==> src/rtl/riscv_ctrl_pkg.sv <==
// Shared encodings for the multicycle RV32I control path: opcodes, FSM
// states, ALUOp codes, datapath mux selects and the per-state control bundle.
package riscv_ctrl_pkg;

  localparam logic [6:0] OP_LOAD   = 7'b0000011;
  localparam logic [6:0] OP_STORE  = 7'b0100011;
  localparam logic [6:0] OP_RTYPE  = 7'b0110011;
  localparam logic [6:0] OP_ITYPE  = 7'b0010011;
  localparam logic [6:0] OP_BRANCH = 7'b1100011;
  localparam logic [6:0] OP_JAL    = 7'b1101111;
  localparam logic [6:0] OP_JALR   = 7'b1100111;

  typedef enum logic [3:0] {
    S_FETCH    = 4'd0,
    S_DECODE   = 4'd1,
    S_MEMADR   = 4'd2,
    S_MEMREAD  = 4'd3,
    S_MEMWB    = 4'd4,
    S_MEMWRITE = 4'd5,
    S_EXECUTER = 4'd6,
    S_EXECUTEI = 4'd7,
    S_ALUWB    = 4'd8,
    S_BEQ      = 4'd9,
    S_JAL      = 4'd10,
    S_JALR     = 4'd11,
    S_JALR_PC  = 4'd12,
    S_ILLEGAL  = 4'd13
  } state_t;

  typedef enum logic [1:0] {
    ALUOP_ADD   = 2'b00,
    ALUOP_SUB   = 2'b01,
    ALUOP_FUNCT = 2'b10
  } alu_op_t;

  typedef enum logic [1:0] {
    SRCA_PC    = 2'b00,
    SRCA_OLDPC = 2'b01,
    SRCA_RS1   = 2'b10
  } src_a_t;

  typedef enum logic [1:0] {
    SRCB_RS2  = 2'b00,
    SRCB_IMM  = 2'b01,
    SRCB_FOUR = 2'b10
  } src_b_t;

  typedef enum logic [1:0] {
    RES_ALUOUT    = 2'b00,
    RES_READ      = 2'b01,
    RES_ALURESULT = 2'b10
  } result_src_t;

  typedef enum logic [1:0] {
    IMM_I = 2'b00,
    IMM_S = 2'b01,
    IMM_B = 2'b10,
    IMM_J = 2'b11
  } imm_src_t;

  // fetch marks the state whose IRWrite/PCUpdate follow the memory handshake;
  // pc_update covers only the unconditional jump writes.
  typedef struct packed {
    alu_op_t     alu_op;
    src_a_t      src_a;
    src_b_t      src_b;
    result_src_t result_src;
    logic        adr_src;
    logic        fetch;
    logic        pc_update;
    logic        branch;
    logic        reg_write;
    logic        mem_write;
    logic        illegal;
  } ctrl_t;

  // Moore decode of one state into its control bundle; anything not set is 0.
  function automatic ctrl_t state_ctrl(input state_t s);
    ctrl_t c;
    c = '0;
    case (s)
      S_FETCH: begin
        c.src_b      = SRCB_FOUR;
        c.result_src = RES_ALURESULT;
        c.fetch      = 1'b1;
      end
      S_DECODE: begin
        c.src_a = SRCA_OLDPC;
        c.src_b = SRCB_IMM;
      end
      S_MEMADR: begin
        c.src_a = SRCA_RS1;
        c.src_b = SRCB_IMM;
      end
      S_MEMREAD: begin
        c.adr_src = 1'b1;
      end
      S_MEMWB: begin
        c.result_src = RES_READ;
        c.reg_write  = 1'b1;
      end
      S_MEMWRITE: begin
        c.adr_src   = 1'b1;
        c.mem_write = 1'b1;
      end
      S_EXECUTER: begin
        c.src_a  = SRCA_RS1;
        c.alu_op = ALUOP_FUNCT;
      end
      S_EXECUTEI: begin
        c.src_a  = SRCA_RS1;
        c.src_b  = SRCB_IMM;
        c.alu_op = ALUOP_FUNCT;
      end
      S_ALUWB: begin
        c.reg_write = 1'b1;
      end
      S_BEQ: begin
        c.src_a  = SRCA_RS1;
        c.alu_op = ALUOP_SUB;
        c.branch = 1'b1;
      end
      S_JAL, S_JALR_PC: begin
        c.src_a     = SRCA_OLDPC;
        c.src_b     = SRCB_FOUR;
        c.pc_update = 1'b1;
      end
      S_JALR: begin
        c.src_a = SRCA_RS1;
        c.src_b = SRCB_IMM;
      end
      S_ILLEGAL: begin
        c.illegal = 1'b1;
      end
      default: c = '0;
    endcase
    return c;
  endfunction

endpackage

==> src/rtl/imm_src_decoder.sv <==
// Picks the immediate format for the extender straight from the opcode.
module imm_src_decoder
  import riscv_ctrl_pkg::*;
(
  input  logic [6:0] op,
  output logic [1:0] imm_src
);

  // Opcode to immediate format; unknown opcodes fall back to the I format.
  always_comb begin
    imm_src = IMM_I;
    case (op)
      OP_LOAD, OP_JALR, OP_ITYPE: imm_src = IMM_I;
      OP_STORE:                   imm_src = IMM_S;
      OP_BRANCH:                  imm_src = IMM_B;
      OP_JAL:                     imm_src = IMM_J;
      default:                    imm_src = IMM_I;
    endcase
  end

endmodule

==> src/rtl/multicycle_main_control.sv <==
// Main control FSM of the multicycle RV32I core. Walks each instruction
// through fetch/decode/execute/memory/writeback, stalling on mem_ready.
module multicycle_main_control
  import riscv_ctrl_pkg::*;
#(
  parameter bit USE_MEM_READY = 1'b1
) (
  input  logic       clk,
  input  logic       reset,
  input  logic [6:0] op,
  input  logic       mem_ready,
  output logic [1:0] ALUOp,
  output logic [1:0] ALUSrcA,
  output logic [1:0] ALUSrcB,
  output logic [1:0] ResultSrc,
  output logic [1:0] ImmSrc,
  output logic       AdrSrc,
  output logic       IRWrite,
  output logic       PCUpdate,
  output logic       Branch,
  output logic       RegWrite,
  output logic       MemWrite,
  output logic       illegal_instr,
  output logic [3:0] state
);

  logic   ready;
  state_t state_q;
  state_t state_d;
  ctrl_t  ctrl_q;
  ctrl_t  ctrl_view;

  // With single-cycle memory the handshake is permanently complete.
  assign ready = USE_MEM_READY ? mem_ready : 1'b1;

  imm_src_decoder u_imm_src_decoder (
    .op      (op),
    .imm_src (ImmSrc)
  );

  // Next-state selection; stray encodings recover to FETCH.
  always_comb begin
    state_d = S_FETCH;
    case (state_q)
      S_FETCH:    state_d = ready ? S_DECODE : S_FETCH;
      S_DECODE: begin
        case (op)
          OP_LOAD, OP_STORE: state_d = S_MEMADR;
          OP_RTYPE:          state_d = S_EXECUTER;
          OP_ITYPE:          state_d = S_EXECUTEI;
          OP_BRANCH:         state_d = S_BEQ;
          OP_JAL:            state_d = S_JAL;
          OP_JALR:           state_d = S_JALR;
          default:           state_d = S_ILLEGAL;
        endcase
      end
      S_MEMADR:   state_d = (op == OP_STORE) ? S_MEMWRITE : S_MEMREAD;
      S_MEMREAD:  state_d = ready ? S_MEMWB : S_MEMREAD;
      S_MEMWB:    state_d = S_FETCH;
      S_MEMWRITE: state_d = ready ? S_FETCH : S_MEMWRITE;
      S_EXECUTER: state_d = S_ALUWB;
      S_EXECUTEI: state_d = S_ALUWB;
      S_ALUWB:    state_d = S_FETCH;
      S_BEQ:      state_d = S_FETCH;
      S_JAL:      state_d = S_ALUWB;
      S_JALR:     state_d = S_JALR_PC;
      S_JALR_PC:  state_d = S_ALUWB;
      S_ILLEGAL:  state_d = S_FETCH;
      default:    state_d = S_FETCH;
    endcase
  end

  // State register with the control bundle registered alongside it, so the
  // outputs come straight from flops decoded for the state being entered.
  always_ff @(posedge clk) begin
    if (reset) begin
      state_q <= S_FETCH;
      ctrl_q  <= state_ctrl(S_FETCH);
    end else begin
      state_q <= state_d;
      ctrl_q  <= state_ctrl(state_d);
    end
  end

  // While reset is held the selects already show FETCH and every write
  // strobe is suppressed, so an aborted instruction never commits anything.
  assign ctrl_view = reset ? state_ctrl(S_FETCH) : ctrl_q;

  assign ALUOp         = ctrl_view.alu_op;
  assign ALUSrcA       = ctrl_view.src_a;
  assign ALUSrcB       = ctrl_view.src_b;
  assign ResultSrc     = ctrl_view.result_src;
  assign AdrSrc        = ctrl_view.adr_src;
  assign IRWrite       = ~reset & ctrl_view.fetch & ready;
  assign PCUpdate      = ~reset & (ctrl_view.pc_update | (ctrl_view.fetch & ready));
  assign Branch        = ~reset & ctrl_view.branch;
  assign RegWrite      = ~reset & ctrl_view.reg_write;
  assign MemWrite      = ~reset & ctrl_view.mem_write;
  assign illegal_instr = ~reset & ctrl_view.illegal;
  assign state         = reset ? S_FETCH : state_q;

endmodule
==> config.mk <==
export PLATFORM = sky130hd
export DESIGN_NAME = multicycle_main_control
export DESIGN_NICKNAME = d
export VERILOG_FILES = /design/src/rtl/riscv_ctrl_pkg.sv /design/src/rtl/imm_src_decoder.sv /design/src/rtl/multicycle_main_control.sv
export SDC_FILE = /design/constraint.sdc
export NUM_CORES = 1
export LEC_CHECK = 0
export ABC_CLOCK_PERIOD_IN_PS = 2100
export CORE_MARGIN = 2
export CORE_UTILIZATION = 47
export CTS_CLUSTER_SIZE = 16
export DETAILED_ROUTE_END_ITERATION = 6
export PLACE_DENSITY_LB_ADDON = 0.15
export SLEW_MARGIN = 0
export SYNTH_ARGS = -nofsm -noshare
export SYNTH_HDL_FRONTEND = slang
export SYNTH_SLANG_ARGS = --single-unit
==> constraint.sdc <==
create_clock -name clk -period 2.1 [get_ports clk]
set_input_delay 0.42 -clock clk [delete_from_list [all_inputs] [get_ports clk]]
set_output_delay 0.42 -clock clk [all_outputs]
set_load 0.01 [all_outputs]
==> results.md, run 1 <==
- # diodes: 0
- Final nets: 195
- Initial DRT Pass Iterations: 4
- Multi-input gate area: 711 um2
- # setup viols final: 1
- Num CTS Buffers: 3
- Routed wire per std cell: 13.3 um
- Min-Delay Endpoint: state_q[2]$_SDFF_PP0_
- Class of the worst hold path: in2reg
- Max Clk Rate: roughly 0.48 GHz
- Final instance area: 1670 um2
- Worst R2R End: ctrl_q[10]$_SDFF_PP1_
- Cell with the most instances after synthesis: dfxtp_1
- Hold depth: 3
- Setup TNS: -0.00327 ns
- Post-CTS Hold Buffers: 0
- Int Power: 0.000730 W
- Worst-Margin Slew: 0.441 ns
- Final hold viol count: 0
- Share of cells above drive strength 1: 30.4%
- Core ar.: between 2000 and 2500 um2
- Vias per inst: 5.36
- Post-Synthesis Cells: about 130
- Outcome: finished, violations left
- Most common library cells after synthesis: dfxtp_1 (18), nor2_1 (15), nor2b_1 (14)
- Worst hold slack: between 0.6 and 0.7 ns
- Maxcap violations: 0
- Setup Slack @ Placement: -0.517 ns
- 1st-iter DRT viols: 19
- Hpwl dp: 2110 um
- Critical path arrival: 2.33 ns
- Top_reg_cell synth: dfxtp_1
- Crit path required time: 2.32 ns
- Syn Nets: 139
- Post-synthesis area per instance: between 8 and 9 um2
- Root Buffer: clkbuf_4
- FFs w/ async S/R, synth: 0%
- R2R depth: 5
- Worst Setup SP: op[3]
- Min-delay src: reset
- Syn. warnings: 0
- Number of synthesized flops with an enable pin: 0
- Logic pwr share: 43.0%
- Vias in the first global route: 1078
- First-pass GRT wire length: about 4800 um
- Row count: 17
- Count of cell types in the netlist: a little over 50
- Mapped Area: 1110 um2
- P&R area growth vs syn: 49.7%
- Post-synth top area share: 32.3%
- CP endpoint kind: flip-flop
- Grt total ovfl: 0
- Clock Path Buffers: 2
- Final worst path period share: 100%
- Setup CP Type: in2reg
- RR Startpoint: state_q[1]$_SDFF_PP0_
- Die Wd: 52.7 um
- Routability cong.: 0.822
- Final worst path period need: approximately 2.1 ns
- Initial antenna violation count: 0
- Seq pwr share: 37.8%
- Die Y: ~53 um
- Crit-path max FO: 3
- Number of fill cells: 188
- Flip-flop and latch area: about 360 um2
- Internal reg-to-reg setup slack: 0.16 ns
- Power share of the clock group: between 10% and 20%
- Failing checks: setup timing
- Final setup margin: -0.00327 ns
- Pwr/cell area: around 640 nW/um2
- Synth Register Bits: 18
- Clock H-tree levels: 1
- Synth area leaders: dfxtp_1 (32%), nor2b_1 (7.9%), nor2_1 (5.1%)
- DR DRC count: 0
- Dominant cell type by area after synthesis: dfxtp_1
- Critical path startpoint category: input port
- IO Pins: 31
- Starting Density: 49.9%
- Leak: between 0.6 and 0.7 nW
- DP Area: between 1500 and 2000 um2
- RSZ-0062 raised after global routing: true
- Clock-pin slew on the worst setup and hold paths: around 0.090 ns
- Worst slew margin relative to its limit: a little over two thirds
- Worst Clk Skew: between 0.003 and 0.004 ns
- Routed wire length: 2830 um
- VDD IR-drop max: between 0.0005 and 0.0006 V
- P_sw: between 0.0003 and 0.0004 W
- Sw Share: 31.6%
- Via Count: 1137
- CTS tree: yes
- Largest net degree at the start of global routing: 19
- Post-route ant nets: 0
- Register area share after synthesis: 32.3%
- DIE AREA: 2780 um2
- Final Max Slew Viols: 0
- Total GRT Usage: 23.2%
- Clock Sinks: 18
- Skew-Pair Late Insertion Delay: 0.29 ns
- Port buffer count: 30
- Fin util: 74.7%
worst max path at each step:
stage                           end  slack, ns  cells past startpoint
6_report       ctrl_q[7]$_SDFF_PP0_     -0.003                      7
2_1_floorplan  ctrl_q[8]$_SDFF_PP1_       0.19                      6
3_5_place_dp              ImmSrc[0]      -0.52                      5
4_1_cts        ctrl_q[7]$_SDFF_PP0_       0.01                      8
5_1_grt        ctrl_q[9]$_SDFF_PP0_      -0.04                      7
3_3_place_gp              ImmSrc[0]      -0.46                      5
cell usage in the layout (no fill, tap or decap), types with 3 or more instances in the layout:
cell type / n
nand3_1: 8
o21ai_0: 3
nand2_1: 4
clkdlybuf4s50_1: 21
nor2_1: 14
dfxtp_1: 18
a21oi_1: 4
nor4b_1: 3
clkbuf_4: 3
nor2b_1: 14
inv_1: 3
buf_4: 26
dlygate4sd2_1: 3
clkdlybuf4s15_1: 3
area by class of cell:
cell class / count / area share, %
clock buffers: 4 / 2.17
inverters: 3 / 0.675
well taps: 28 / 2.10
multi-input cells: 101 / 42.6
repair buffers: 58 / 30.9
flip-flops and latches: 18 / 21.6
power groups by stage:
stage               sequential (W)  clock, W  combinational, W
finish                    0.000403  0.000205          0.000458
global route              0.000409  0.000228          0.000495
CTS                       0.000404  0.000212          0.000446
detailed placement        0.000412         0          0.000442
global placement          0.000411         0          0.000434
floorplan                 0.000404         0          0.000260
flip-flops by register name, summed over array words and instances (netlist names):
signal and count:
ctrl_q 14, state_q 4
critical path, stage by stage:
cell	delay, ns
clkdlybuf4s50_1	0.50
and3b_2	0.25
a32oi_2	0.22
a211oi_2	0.13
or3_4	0.39
or2_4	0.27
nor3_2	0.14
metrics by stage:
| stage | total power [W] | instances |
|---|---|---|
| finish | 0.00107 | 212 |
| global route | 0.00113 | 212 |
| CTS | 0.00106 | 212 |
| detailed placement | 0.000854 | 207 |
| global placement | 0.000845 | 207 |
| floorplan | 0.000664 | 129 |
timing repair:
action | 4_1_cts | 5_1_grt
setup buffers | 1 | 0
pin swaps | 6 | 1
setup endpoints to repair | 28 | 10
gates cloned | 0 | 0
gates resized for setup | 21 | 3
per-layer routing:
metal  vias up  share of wire (%)  track usage, %
li1        572                  -               -
met2        42                 50            39.2
met3         2                5.5            5.43
met5         -                  0               0
met1       521                 44            29.5
met4         0               0.32            5.98
cells by family (layout without fill, tap and decap cells):
logic type             count (synthesis)  in the layout  share of synthesized area [%]
AO/OA/AOI/OAI                         24             24                           17.1
XOR/XNOR                               1              1                          0.786
buffers and inverters                 10             65                           5.95
flip-flops                            18             18                           32.3
multiplexers                           1              1                           1.35
AND/OR/NAND/NOR                       75             75                           42.5
Note: power is estimated with default switching activity, not from simulation.
==> inputs of run 2 (changes only) <==
--- a/config.mk
+++ b/config.mk
@@ -11,7 +11,7 @@
 export CTS_CLUSTER_SIZE = 16
 export DETAILED_ROUTE_END_ITERATION = 6
 export PLACE_DENSITY_LB_ADDON = 0.15
-export SLEW_MARGIN = 0
+export SLEW_MARGIN = 20
 export SYNTH_ARGS = -nofsm -noshare
 export SYNTH_HDL_FRONTEND = slang
 export SYNTH_SLANG_ARGS = --single-unit
==> results of run 2 <==
Final layout, timing and power as in run 1 (identical DEF).
==> RTL edit: new RTL, flow settings as in run 2 <==
`USE_MEM_READY`: 1'b1 -> 1'b0.
--- a/src/rtl/multicycle_main_control.sv
+++ b/src/rtl/multicycle_main_control.sv
@@ -5,3 +5,3 @@
 #(
-  parameter bit USE_MEM_READY = 1'b1
+  parameter bit USE_MEM_READY = 1'b0
 ) (
Behaviour: not the same (Yosys sat finds a counterexample within 4 cycles, from zero or initial values and one cycle with reset high).
==> RTL edit against run 2 <==
Sequential share of layout area rose by 0.67 points; die area down 9.7%; clock power increased by 5%; synthesized cell count down 14%; worst setup slack gained 0.060 ns; wire length is 0.14% lower; area after synthesis is 10% lower; sequential cell count did not move; hold slack better by 0.056 ns; power decreased by 14%; non-clock buffer count grew 5; final area is 3.0% lower; critical path type is now input pin to output pin.
==> RTL edit: results (changes against run 2) <==
outcome=completed; top post-synthesis cells by area=dfxtp_1 (36%), nor2b_1 (13%), nor2_1 (4.5%), a32oi_4 (2.8%), nand4bb_4 (2.8%); commonest cells in the netlist=nor2b_1 (21), dfxtp_1 (18), nor2_1 (12); Bufs on Longest Clock Path=2 (unchanged); Worst-Margin Slew=0.420 ns (-0.0210 ns); Worst Setup EP=ALUSrcB[1]; hold depth=2 (-1); vias in the first global route=1035 (-4.0%); ys async rst share=0 (unchanged); Worst R2R Setup Slack=0.29 ns (+0.13 ns); fraction of layout cells with a size suffix above 1=0.329 (+0.0251); worst r2r dst=ctrl_q[12]$_SDFF_PP0_; Peak VDD IR=0.610 mV (+22%); Inserted Clock Buffers=3 (unchanged); R2R cell count=6 (+1); sequential area share after synthesis=0.361 (+0.0377); Wirelength per Cell=14.1 um (+5.9%); Starting DRT DRC Count=23 (+4); Ys Warns=0 (unchanged); Area after DPL=0.00154 mm2 (-4.4%); Layout Nets=184 (-5.6%); Worst-Skew Late Latency=0.30 ns; Antenna Diode Count=0 (unchanged); Synth cell types=41 (-20%); worst min-delay path category=flop to flop; R2R Path Start=state_q[0]$_SDFF_PP0_; Largest regs=ctrl_q: 14 flops, state_q: 4 flops; Filler cells=127 (-32%); Port Buffer Count=29 (-3.3%); clock slew at reported path FFs=0.11 ns (+0.02 ns); gpl congestion=0.905 (+10%); H-tree Lvls=1 (unchanged); crit path from=reset; max cap viols=0 (unchanged); Clock Tree Root=clkbuf_4; DRT Pass-1 Iters=4 (unchanged); dominant cell type by area after synthesis=dfxtp_1; GRT Overall Usage=0.240 (+0.00861); largest net degree at the start of global routing=24 (+5); Post-Syn Nets=121 (-13%); crit path DAT=1.62 ns (-0.71 ns); Max Fanout on Critical Path=23 (+20); first-pass GRT wire length=4.64 mm (-2.3%); hpwl dp=1.95 mm (-7.4%); Sw Pwr=278 uW (-17%); Vias/cell=5.23 (-2.6%); final clock skew=0.0108 ns (+0.00751 ns); initial antenna violation count=0 (unchanged); LEAKAGE=0.000787 uW (+13%)
RTL edit: cell count changes in the layout (fill, tap and decap cells not counted), sizes merged, moves of 4 or more:
cell,change
buf,+5
nor2b,+7
nand3,-5
clkdlybuf4s50,-20
dlygate4sd2,+16
and2,-4
nor2,-5
RTL edit: cell type report:
| cell class | instances | share of cell area |
|---|---|---|
| multi-input cells | 86 | 0.395 |
| inverters | 2 | 0.00464 |
| clock buffers | 4 | 0.0224 |
| repair buffers | 63 | 0.335 |
| flip-flops and latches | 18 | 0.223 |
| well taps | 27 | 0.0209 |
RTL edit: power groups by stage:
stage | clock network (uW) | logic (uW) | registers, uW
after floorplan | 0 | 157 | 389
after global placement | 0 | 295 | 397
after detailed placement | 0 | 304 | 399
after CTS | 211 | 299 | 392
after global routing | 233 | 334 | 397
final | 216 | 309 | 393
RTL edit: logic make-up (layout without fill, tap and decap cells):
| kind of cell | after synthesis | after routing | synth area share |
|---|---|---|---|
| AO/OA/AOI/OAI | 21 | 21 | 0.192 |
| XOR/XNOR | 3 | 3 | 0.0263 |
| buffers and inverters | 7 | 69 | 0.0276 |
| flip-flops | 18 | 18 | 0.361 |
| AND/OR/NAND/NOR | 62 | 62 | 0.393 |
RTL edit: metrics by stage:
step / util / worst slack [ns] / instances / power (uW)
2_1_floorplan: - / 0.165 / 111 / 546
3_3_place_gp: 0.777 / -0.465 / 192 / 692
3_5_place_dp: 0.777 / -0.489 / 192 / 703
4_1_cts: 0.801 / 0.000220 / 199 / 902
5_1_grt: 0.817 / 0.0202 / 200 / 964
6_report: 0.817 / 0.0566 / 200 / 918
RTL edit: layer usage:
metal	track usage	part of all wire	vias up
li1	-	-	520
met1	0.305	0.44	495
met2	0.419	0.51	28
met3	0.0485	0.044	2
met4	0.0463	0.0060	0
met5	0	0	-
RTL edit: worst min path at each step:
| stage | start | end | slack, ns |
|---|---|---|---|
| 5_1_grt | state_q[0]$_SDFF_PP0_ | ctrl_q[11]$_SDFF_PP0_ | 0.77 |
| 4_1_cts | state_q[0]$_SDFF_PP0_ | ctrl_q[11]$_SDFF_PP0_ | 0.71 |
| 2_1_floorplan | reset | state_q[2]$_SDFF_PP0_ | 0.50 |
| 3_5_place_dp | state_q[0]$_SDFF_PP0_ | ctrl_q[11]$_SDFF_PP0_ | 0.66 |
| 6_report | state_q[0]$_SDFF_PP0_ | ctrl_q[11]$_SDFF_PP0_ | 0.74 |
| 3_3_place_gp | state_q[0]$_SDFF_PP0_ | ctrl_q[11]$_SDFF_PP0_ | 0.67 |
RTL edit: critical path, cell delays in order:
cell	delay [ns]
clkdlybuf4s50_1	0.44
buf_12	0.17
or2_2	0.29
dlygate4sd2_1	0.29
RTL edit: timing repair:
item                       CTS  global route
setup buffers                3             1
gates resized for setup     35             9
setup endpoints to repair   27             9
pin swaps                    8             5
